[config.mk]
export PLATFORM = sky130hd
export DESIGN_NAME = key_track_encoder_flat
export DESIGN_NICKNAME = d
export VERILOG_FILES = /design/src/rtl/key_track_encoder_pkg.sv /design/src/rtl/key_track_encoder_if.sv /design/src/rtl/key_track_encoder_debouncer.sv /design/src/rtl/key_track_encoder.sv /design/src/flat_wrapper.sv
export SDC_FILE = /design/constraint.sdc
export NUM_CORES = 1
export LEC_CHECK = 0
export CAP_MARGIN = 25
export CORE_MARGIN = 3
export CORE_UTILIZATION = 60
export DETAILED_ROUTE_END_ITERATION = 16
export GPL_TIMING_DRIVEN = 1
export PLACE_DENSITY = 0.79
export SLEW_MARGIN = 25
export SYNTH_ARGS = -nofsm -noshare
export SYNTH_HDL_FRONTEND = slang
export SYNTH_SLANG_ARGS = --single-unit
[constraint.sdc]
create_clock -name clk -period 3 [get_ports clk]
set_input_delay 0.3 -clock clk [delete_from_list [all_inputs] [get_ports clk]]
set_output_delay 0.3 -clock clk [all_outputs]
set_load 0.05 [all_outputs]
[src/rtl/key_track_encoder_pkg.sv]
// key_track_encoder_pkg: shared sizes, FSM encoding and slot helper for the key/track encoder
package key_track_encoder_pkg;
  localparam int NUM_TRACKS = 4;
  localparam int NUM_KEYS = 16;
  localparam int CODE_W = 6;
  localparam int KEY_W = $clog2(NUM_KEYS);
  localparam logic [CODE_W-1:0] CODE_REST = '0;
  typedef enum logic [1:0] {IDLE, SCAN, COMMIT} state_t;
  typedef logic [NUM_TRACKS-1:0][CODE_W-1:0] slots_t;
  function automatic logic [NUM_TRACKS-1:0] lowest_free(input slots_t s);
    logic [NUM_TRACKS-1:0] f;
    for (int i = 0; i < NUM_TRACKS; i++) f[i] = s[i] == CODE_REST;
    return f & (~f + NUM_TRACKS'(1));
  endfunction
endpackage

[src/rtl/key_track_encoder_if.sv]
// key_track_encoder_if: key inputs and per-track note outputs of the encoder
interface key_track_encoder_if;
  import key_track_encoder_pkg::*;
  logic [NUM_KEYS-1:0] keys;
  logic en;
  logic [CODE_W-1:0] track0, track1, track2, track3;
  logic changed;
  logic overflow;
  modport master(output keys, en, input track0, track1, track2, track3, changed, overflow);
  modport slave(input keys, en, output track0, track1, track2, track3, changed, overflow);
endinterface

[src/rtl/key_track_encoder_debouncer.sv]
// key_debouncer: synchronizes keys, samples them on a periodic tick and reports debounced edges
module key_debouncer
  import key_track_encoder_pkg::*;
#(
  parameter int TICK_CYCLES = 1_000_000
) (
  input  logic clk,
  input  logic rst_n,
  input  logic [NUM_KEYS-1:0] keys,
  output logic edge_valid,
  output logic [NUM_KEYS-1:0] press,
  output logic [NUM_KEYS-1:0] rel
);
  localparam int CW = $clog2(TICK_CYCLES);
  logic [CW-1:0] cnt;
  logic [NUM_KEYS-1:0] s1, s2, samp, db, agree, db_nxt;
  logic tick;
  assign tick = cnt == CW'(TICK_CYCLES - 1);
  assign agree = ~(s2 ^ samp);
  assign db_nxt = (agree & s2) | (~agree & db);
  // edges stay stable between ticks; edge_valid marks the cycle they become fresh
  always_ff @(posedge clk or negedge rst_n) begin
    if (!rst_n) begin
      s1 <= '0;
      s2 <= '0;
      samp <= '0;
      db <= '0;
      press <= '0;
      rel <= '0;
      cnt <= '0;
      edge_valid <= 1'b0;
    end else begin
      s1 <= keys;
      s2 <= s1;
      cnt <= tick ? '0 : cnt + CW'(1);
      edge_valid <= tick;
      if (tick) begin
        samp <= s2;
        db <= db_nxt;
        press <= db_nxt & ~db;
        rel <= db & ~db_nxt;
      end
    end
  end
endmodule

[src/rtl/key_track_encoder.sv]
// key_track_encoder: allocates debounced key presses to four note tracks via a 16-step scan
module key_track_encoder
  import key_track_encoder_pkg::*;
#(
  parameter int TICK_CYCLES = 1_000_000
) (
  input logic clk,
  input logic rst_n,
  key_track_encoder_if.slave bus
);
  logic edge_valid;
  logic [NUM_KEYS-1:0] press, rel;
  state_t st;
  logic [KEY_W-1:0] idx;
  slots_t trk, work, cleared, nxt;
  logic [NUM_TRACKS-1:0] hot;
  logic [CODE_W-1:0] code;
  logic alloc, ovf_pend, chg, ovf;
  key_debouncer #(.TICK_CYCLES(TICK_CYCLES)) u_deb (
    .clk(clk),
    .rst_n(rst_n),
    .keys(bus.keys),
    .edge_valid(edge_valid),
    .press(press),
    .rel(rel)
  );
  assign code = CODE_W'(idx) + CODE_W'(1);
  assign alloc = press[idx] && bus.en;
  // release clears first so a slot freed this step is already free for the press logic
  always_comb begin
    cleared = work;
    for (int s = 0; s < NUM_TRACKS; s++) cleared[s] = (rel[idx] && work[s] == code) ? CODE_REST : work[s];
    hot = lowest_free(cleared);
    nxt = cleared;
    for (int s = 0; s < NUM_TRACKS; s++) nxt[s] = (alloc && hot[s]) ? code : cleared[s];
  end
  always_ff @(posedge clk or negedge rst_n) begin
    if (!rst_n) begin
      st <= IDLE;
      idx <= '0;
      work <= '0;
      trk <= '0;
      ovf_pend <= 1'b0;
      chg <= 1'b0;
      ovf <= 1'b0;
    end else begin
      chg <= 1'b0;
      ovf <= 1'b0;
      case (st)
        IDLE: if (edge_valid && |(press | rel)) begin
          st <= SCAN;
          idx <= '0;
          work <= trk;
        end
        SCAN: begin
          work <= nxt;
          if (alloc && hot == '0) ovf_pend <= 1'b1;
          idx <= idx + KEY_W'(1);
          if (idx == KEY_W'(NUM_KEYS - 1)) st <= COMMIT;
        end
        COMMIT: begin
          trk <= work;
          chg <= work != trk;
          ovf <= ovf_pend;
          ovf_pend <= 1'b0;
          st <= IDLE;
        end
        default: st <= IDLE;
      endcase
    end
  end
  assign bus.track0 = trk[0];
  assign bus.track1 = trk[1];
  assign bus.track2 = trk[2];
  assign bus.track3 = trk[3];
  assign bus.changed = chg;
  assign bus.overflow = ovf;
endmodule

[src/flat_wrapper.sv]
// flat-port wrapper written by rule: the top's interface ports become plain ports
module key_track_encoder_flat import key_track_encoder_pkg::*;
#(
  parameter int TICK_CYCLES = 1_000_000
)
  (clk, rst_n, bus_keys, bus_en, bus_track0, bus_track1, bus_track2, bus_track3, bus_changed, bus_overflow);
  key_track_encoder_if bus_i ();
  input logic clk;
  input logic rst_n;
  input wire logic [$bits(bus_i.keys)-1:0] bus_keys;
  input wire logic [$bits(bus_i.en)-1:0] bus_en;
  output wire logic [$bits(bus_i.track0)-1:0] bus_track0;
  output wire logic [$bits(bus_i.track1)-1:0] bus_track1;
  output wire logic [$bits(bus_i.track2)-1:0] bus_track2;
  output wire logic [$bits(bus_i.track3)-1:0] bus_track3;
  output wire logic [$bits(bus_i.changed)-1:0] bus_changed;
  output wire logic [$bits(bus_i.overflow)-1:0] bus_overflow;
  assign bus_i.keys = bus_keys;
  assign bus_i.en = bus_en;
  assign bus_track0 = bus_i.track0;
  assign bus_track1 = bus_i.track1;
  assign bus_track2 = bus_i.track2;
  assign bus_track3 = bus_i.track3;
  assign bus_changed = bus_i.changed;
  assign bus_overflow = bus_i.overflow;
  key_track_encoder #(.TICK_CYCLES(TICK_CYCLES)) u_core (.clk(clk), .rst_n(rst_n), .bus(bus_i));
endmodule
After elaboration in Yosys (flattened, before gate mapping)
Index checks and enable logic that the tools add are counted.
W data, S select, Z words.
- $add $sub $neg: 4
- magnitude comparators: 1
- equality and inequality tests: 12
- mux-type cells: 24
- bitwise logic cells: 13
- reduce and logical (&&, ||, !) cells: 23
- operators by type and width (kind ; number):
    $and A16 B16 Y16 ; 4
    $not A16 Y16 ; 4
    $mux W6 ; 8
    $pmux W24 S2 ; 1
    $or A16 B16 Y16 ; 2
    $eq A6 B6 Y1 ; 4
    $logic_not A6 Y1 ; 4
    $mux W24 ; 1
    $ne A24 B24 Y1 ; 1
    $add A20 B1 Y20 const B ; 1
    $eq A20 B20 Y1 const B ; 1
    $mux W20 ; 1
    $reduce_or A16 Y1 ; 1
    $xor A16 B16 Y16 ; 1
    $logic_and A1 B1 Y1 ; 11
    $add A4 B1 Y4 const B ; 2
    $bmux W1 S4 ; 2
    $pmux W4 S2 ; 1
    $ne A2 B1 Y1 const B ; 3
    $reduce_and A2 Y1 ; 3
    $add A4 B1 Y5 const B ; 1
    $lt A4 B5 Y1 const B ; 1
    $mux W1 ; 5
    $and A4 B4 Y4 ; 1
    11 further kinds ; 13
- register bits after elaboration: 174
- output and inout port bits: 26

Depth between registers and ports, before layout
- depth after elaboration: 12
- mapped depth: 9
- mapped depth without buffers: 7

By module
From an unflattened synthesis, not the netlist that was laid out.
- cells, all modules: 748
- area, all modules: 8090.3 µm²
- by module, submodules not included (module ; times used ; cells an instance ; area each (µm²) ; seq. area each (µm²)):
    key_debouncer ; 1 ; 405 ; 4600.7 ; 2927.8
    key_track_encoder ; 1 ; 343 ; 3489.6 ; 1426.4

Worst setup path after synthesis
OpenSTA, ideal clock, no wires.
- path type: flip-flop to flip-flop
- from: register u_core.idx[1]
- to: register u_core.work[18] (netlist name)
- library setup time: 0.095 ns
- arrival time: 2.041 ns
- required time: 2.905 ns
- setup slack: 0.864 ns
- cell stages (with the launch flop): 9
- path buffers: 1
- cell sequence: dfrtp_1 -> ha_1 -> buf_2 -> nor4_1 -> a311o_1 -> o211a_2 -> o21ai_2 -> nand3_1 -> o31ai_1
- word-level cells in the longest chain between the ends: 11
- elaborated cells on any way between the ends: 28
- ends and longest elaborated chain (what ; RTL line ; RTL):
    from (decl) ; key_track_encoder.sv:14 ; logic [KEY_W-1:0] idx;
    from (signal assigned) ; key_track_encoder.sv:58 ; idx <= idx + KEY_W'(1);
    $add A4 B1 Y5 / $bmux W1 S4 (equally long branches) ; key_track_encoder.sv:27, key_track_encoder.sv:32 ;
    $eq A6 B6 Y1 / $mux W1 (equally long branches) ; key_track_encoder.sv:32 ; for (int s = 0; s < NUM_TRACKS; s++) cleared[s] = (rel[idx] && work[s] == code) ? CODE_REST : work[s];
    $logic_and A1 B1 Y1 ; key_track_encoder.sv:32 ;
    $mux W6 ; key_track_encoder.sv:32 ;
    $logic_not A6 Y1 ; key_track_encoder_pkg.sv:12 ; for (int i = 0; i < NUM_TRACKS; i++) f[i] = s[i] == CODE_REST;
    $not A4 Y4 ; key_track_encoder_pkg.sv:13 ; return f & (~f + NUM_TRACKS'(1));
    $add A4 B1 Y4 ; key_track_encoder_pkg.sv:13 ;
    $and A4 B4 Y4 ; key_track_encoder_pkg.sv:13 ;
    $logic_and A1 B1 Y1 ; key_track_encoder.sv:35 ; for (int s = 0; s < NUM_TRACKS; s++) nxt[s] = (alloc && hot[s]) ? code : cleared[s];
    $mux W6 (*) ; key_track_encoder.sv:35 ;
    $pmux W24 S2 (*) ; key_track_encoder.sv:49 ; case (st)
    to (signal assigned) ; key_track_encoder.sv:53 ; work <= trk;
    to (signal assigned) ; key_track_encoder.sv:56 ; work <= nxt;
    to (decl) ; key_track_encoder.sv:15 ; slots_t trk, work, cleared, nxt;
Every way passes the cells marked *; elsewhere a longest branch is shown, timed or not. The select of a mux whose other input is x is not followed.
A chain may end at the register's enable or synchronous reset.

Worst setup path in the final report
- from: register u_core.idx[0]
- to: register u_core.work[18] (netlist name)
The elaborated chain is that of the path after synthesis.

==> flow_summary.yaml <==
outcome:
  outcome: "completed"
global_route:
  globalRouteMet1Util_pct: 32.5
  track_usage_pct: 25.4
  initial_antenna_violation_count: 0
  top_usage_layer: "met2"
  vias_in_the_first_global_route: 5744
  largest_net_degree_at_the_start_of_global_routing: 79
  met2_usage_pct: 39.5
  overall_overflow_remaining_after_global_route: 0
  grt_pass1_wl_um: 28700
  use_met3_pct: 7.32
setup_path:
  crit_path_max_fanout: 17
  arrival_ns: 2.93
  reg_to_reg_setup_timing_slack_ns: 0.39
  critical_path_buf_inv_count: 0
  reg2regPathDepth: 7
  timing_worst_setup_path_type: "flip-flop to flip-flop"
  crit-reg2reg-launch: "u_core.idx[0]"
  setup.worst_path.start_class: "flip-flop"
  critPathTopFamily: "compound AO/OA/AOI/OAI gates"
  reg2reg_to: "u_core.work[18]"
  timing.critical_path.required_ns: 3.32
  timing.critical_path.to_type: "flip-flop"
  critical-path-slowest-cell: "sky130_fd_sc_hd__dfrtp_1"
  cell_chain_critical_path: "ha_1 -> and3_1 -> a311o_1 -> o211a_2 -> o21ai_2 -> nand3_1 -> o31ai_1"
  crit_path_max_incr_delay_ns: 0.39
worst_hold_path:
  worst_hold_path.num_cells: 1
  timing.hold.worst.class: "input port to flip-flop"
  min_from: "bus_keys[1]"
  worst_hold_end: "u_core.u_deb.s1[1]"
drt:
  via_per_inst: 6.00
  route.detailed.drc: 0
  total_via_count_after_detailed_routing: 5839
  drt_first_pass_iters: 5
  ant_nets: 0
  wl_per_cell_um: 17.8
  detailedRoute.firstIterationViolations: 524
  routed_wirelength_um: 17400
floorplanning:
  die_width_um: 121
  effective_utilization_at_floorplan_pct: 62.2
  ios: 45
  fp.coreArea_um2: 12800
  core.rowCount: 41
  die_height_um: 121
  floorplan.die_area_um2: 14700
timing:
  slew_violations: 0
  clock_skew_ns: 0.00624
  timing.setup.tns_ns: 0
  achievable_clock_frequency_ghz: 0.382
  timing_worst_slew_pin_value_ns: 0.764
  setup_ws_ns: 0.385
  finalSetupViolCount: 0
  period_share_pct: 87.2
  period_needed_ns: 2.61
  unrepaired_setup_endpoints_after_global_routing: "false"
  fin_hold_ws_ns: 0.294
  final_hold_violation_count: 0
  slew-limit-headroom_pct: 48.6
synth:
  synth_flop_cell: "sky130_fd_sc_hd__dfrtp_1"
  synth_top_cells_by_area: "sky130_fd_sc_hd__dfrtp_1 (55%), sky130_fd_sc_hd__nand2_1 (5.8%), sky130_fd_sc_hd__o21ai_0 (3.5%), sky130_fd_sc_hd__xnor2_1 (3.5%), sky130_fd_sc_hd__mux2_2 (2.8%)"
  post_synth_inst_count: 750
  synthesis.yosys.warnings: 0
  yosysTopAreaCell: "sky130_fd_sc_hd__dfrtp_1"
  yosysSeqAreaShare_pct: 54.8
  netlist_area_um2: 7940
  mappedNetlistNets: 771
  synth_edf_count: 0
  netlist.area_leader.share_pct: 54.8
  average_size_of_a_mapped_cell_um2: 10.6
  synth.lib_cells_used.distinct: 56
  synthesized_flop_and_latch_total: 174
  fraction_of_registers_with_async_set_or_reset_after_synthesis_pct: 100
placement:
  port_buffers: 44
  post_dp_cell_area_um2: 8470
  place_congestion: 0.916
  place.detailed.hpwl_um: 11500
  dp_slack_ns: 0.447
  place.detailed.instances: 940
final_layout:
  finalNetCount: 809
  final_util_pct: 71.4
  finalInstanceArea_um2: 9110
  instances_no_fill: 973
  post_route_cells_drive_above_1_share_pct: 10.9
  most_frequent_cells_in_the_layout: "sky130_fd_sc_hd__dfrtp_1 (174), sky130_fd_sc_hd__nand2_1 (123), sky130_fd_sc_hd__o21ai_0 (56)"
  antennaDiodeCount: 0
  relative_area_change_from_synthesis_to_final_layout_pct: 14.8
  layout_commonest_cell: "sky130_fd_sc_hd__dfrtp_1"
clocking:
  clk_pin_slew_ns: 0.07
  clock_tree_root: "sky130_fd_sc_hd__clkbuf_16"
  clock_latency_ns: 0.44
  max-clock-path-buffers: 2
  cts_max_level: 4
  cts_buffers: 17
  cts_tree: "built"
  post_cts.repair.setup_buffers: 0
  cts_sinks: 174
run:
  maxCapViolations: 0
pwr:
  total_power_mw: 4.82
  power.leakage_nw: 4.05
  largest_voltage_drop_on_the_vdd_net_mv: 0.534
  power_density_nw_per_um2: 529
synth_stat cells (7+ instances only):
library cell,count
sky130_fd_sc_hd__dfrtp_1,174
sky130_fd_sc_hd__nand2_1,123
sky130_fd_sc_hd__o21ai_0,56
sky130_fd_sc_hd__nor2_1,39
sky130_fd_sc_hd__xnor2_1,32
sky130_fd_sc_hd__inv_1,27
sky130_fd_sc_hd__nand3_1,26
sky130_fd_sc_hd__a21oi_1,22
sky130_fd_sc_hd__mux2_2,20
sky130_fd_sc_hd__xor2_1,20
sky130_fd_sc_hd__clkbuf_1,16
sky130_fd_sc_hd__nor4_1,15
sky130_fd_sc_hd__o31ai_1,15
sky130_fd_sc_hd__o221ai_1,11
sky130_fd_sc_hd__mux2i_1,10
sky130_fd_sc_hd__o21ai_1,10
sky130_fd_sc_hd__a22oi_1,9
sky130_fd_sc_hd__buf_2,9
sky130_fd_sc_hd__nand4_1,9
sky130_fd_sc_hd__nor3_1,8
sky130_fd_sc_hd__and3_1,7
sky130_fd_sc_hd__buf_6,7
sky130_fd_sc_hd__o31ai_2,7
report_power, final:
part | internal (mW) | switching (mW) | total [mW]
Clock | 1.43 | 0.934 | 2.36
Sequential | 2.37 | 0.0161 | 2.38
Combinational | 0.0268 | 0.0501 | 0.0769
Total | 3.82 | 1.00 | 4.82
how the worst max path moves through the flow:
stage                   from  slack (ns)         endpoint  cells past startpoint
3_5_place_dp   u_core.idx[0]        0.45   u_core.work[1]                      7
6_report       u_core.idx[0]        0.39  u_core.work[18]                      7
4_1_cts        u_core.idx[0]        0.42  u_core.work[18]                      7
3_3_place_gp   u_core.idx[0]        0.59  u_core.work[19]                      7
5_1_grt        u_core.idx[1]        0.18   u_core.work[1]                      7
2_1_floorplan  u_core.idx[1]        0.86  u_core.work[18]                      8
cell type report:
cell class / count / area (um2)
inverters: 28 / 105
well taps: 172 / 215
repair buffers: 55 / 539
multi-input cells: 512 / 3270
fillers: 880 / 3660
clock buffers: 20 / 447
flip-flops and latches: 174 / 4350
clock inverters: 12 / 184
kinds of logic (layout without fill, tap and decap cells):
logic type	Yosys count	after routing	share of synthesized area [%]
flops	174	174	54.8
buf+inv	64	115	4.02
mux	34	34	5.23
simple gates	264	264	15.8
xor+xnor	55	55	6.59
compound gates	157	157	13.2
fa+ha+maj	2	2	0.315
sequential cells by signal, indices dropped and copies added, names as in the netlist:
register / flops
u_core.u_deb.edge_valid: 1
u_core.u_deb.samp: 16
u_core.u_deb.s1: 16
u_core.st: 2
u_core.u_deb.s2: 16
u_core.u_deb.cnt: 20
u_core.u_deb.db: 16
u_core.idx: 4
u_core.bus.changed: 1
u_core.u_deb.rel: 16
u_core.ovf_pend: 1
u_core.bus.track2: 6
u_core.bus.track3: 6
u_core.bus.track1: 6
u_core.bus.track0: 6
u_core.u_deb.press: 16
u_core.bus.overflow: 1
u_core.work: 24
worst register-to-register path, stage by stage, from the launching register on:
cell and delay [ns]:
sky130_fd_sc_hd__dfrtp_1 0.39, sky130_fd_sc_hd__ha_1 0.38, sky130_fd_sc_hd__and3_1 0.32, sky130_fd_sc_hd__a311o_1 0.37, sky130_fd_sc_hd__o211a_2 0.27, sky130_fd_sc_hd__o21ai_2 0.20
sky130_fd_sc_hd__nand3_1 0.20, sky130_fd_sc_hd__o31ai_1 0.37
layer usage:
metal | vias up | wire, um
met5 | - | 0
met4 | 0 | 739
met3 | 64 | 1060
met2 | 211 | 8390
met1 | 2858 | 7170
li1 | 2706 | -
what timing repair did:
item                                   4_1_cts  5_1_grt
hold buffers                                 1        0
endpoints found under the hold margin       76        0
gates resized for setup                      0        0
No activity file was read; power rests on OpenSTA's default activity.
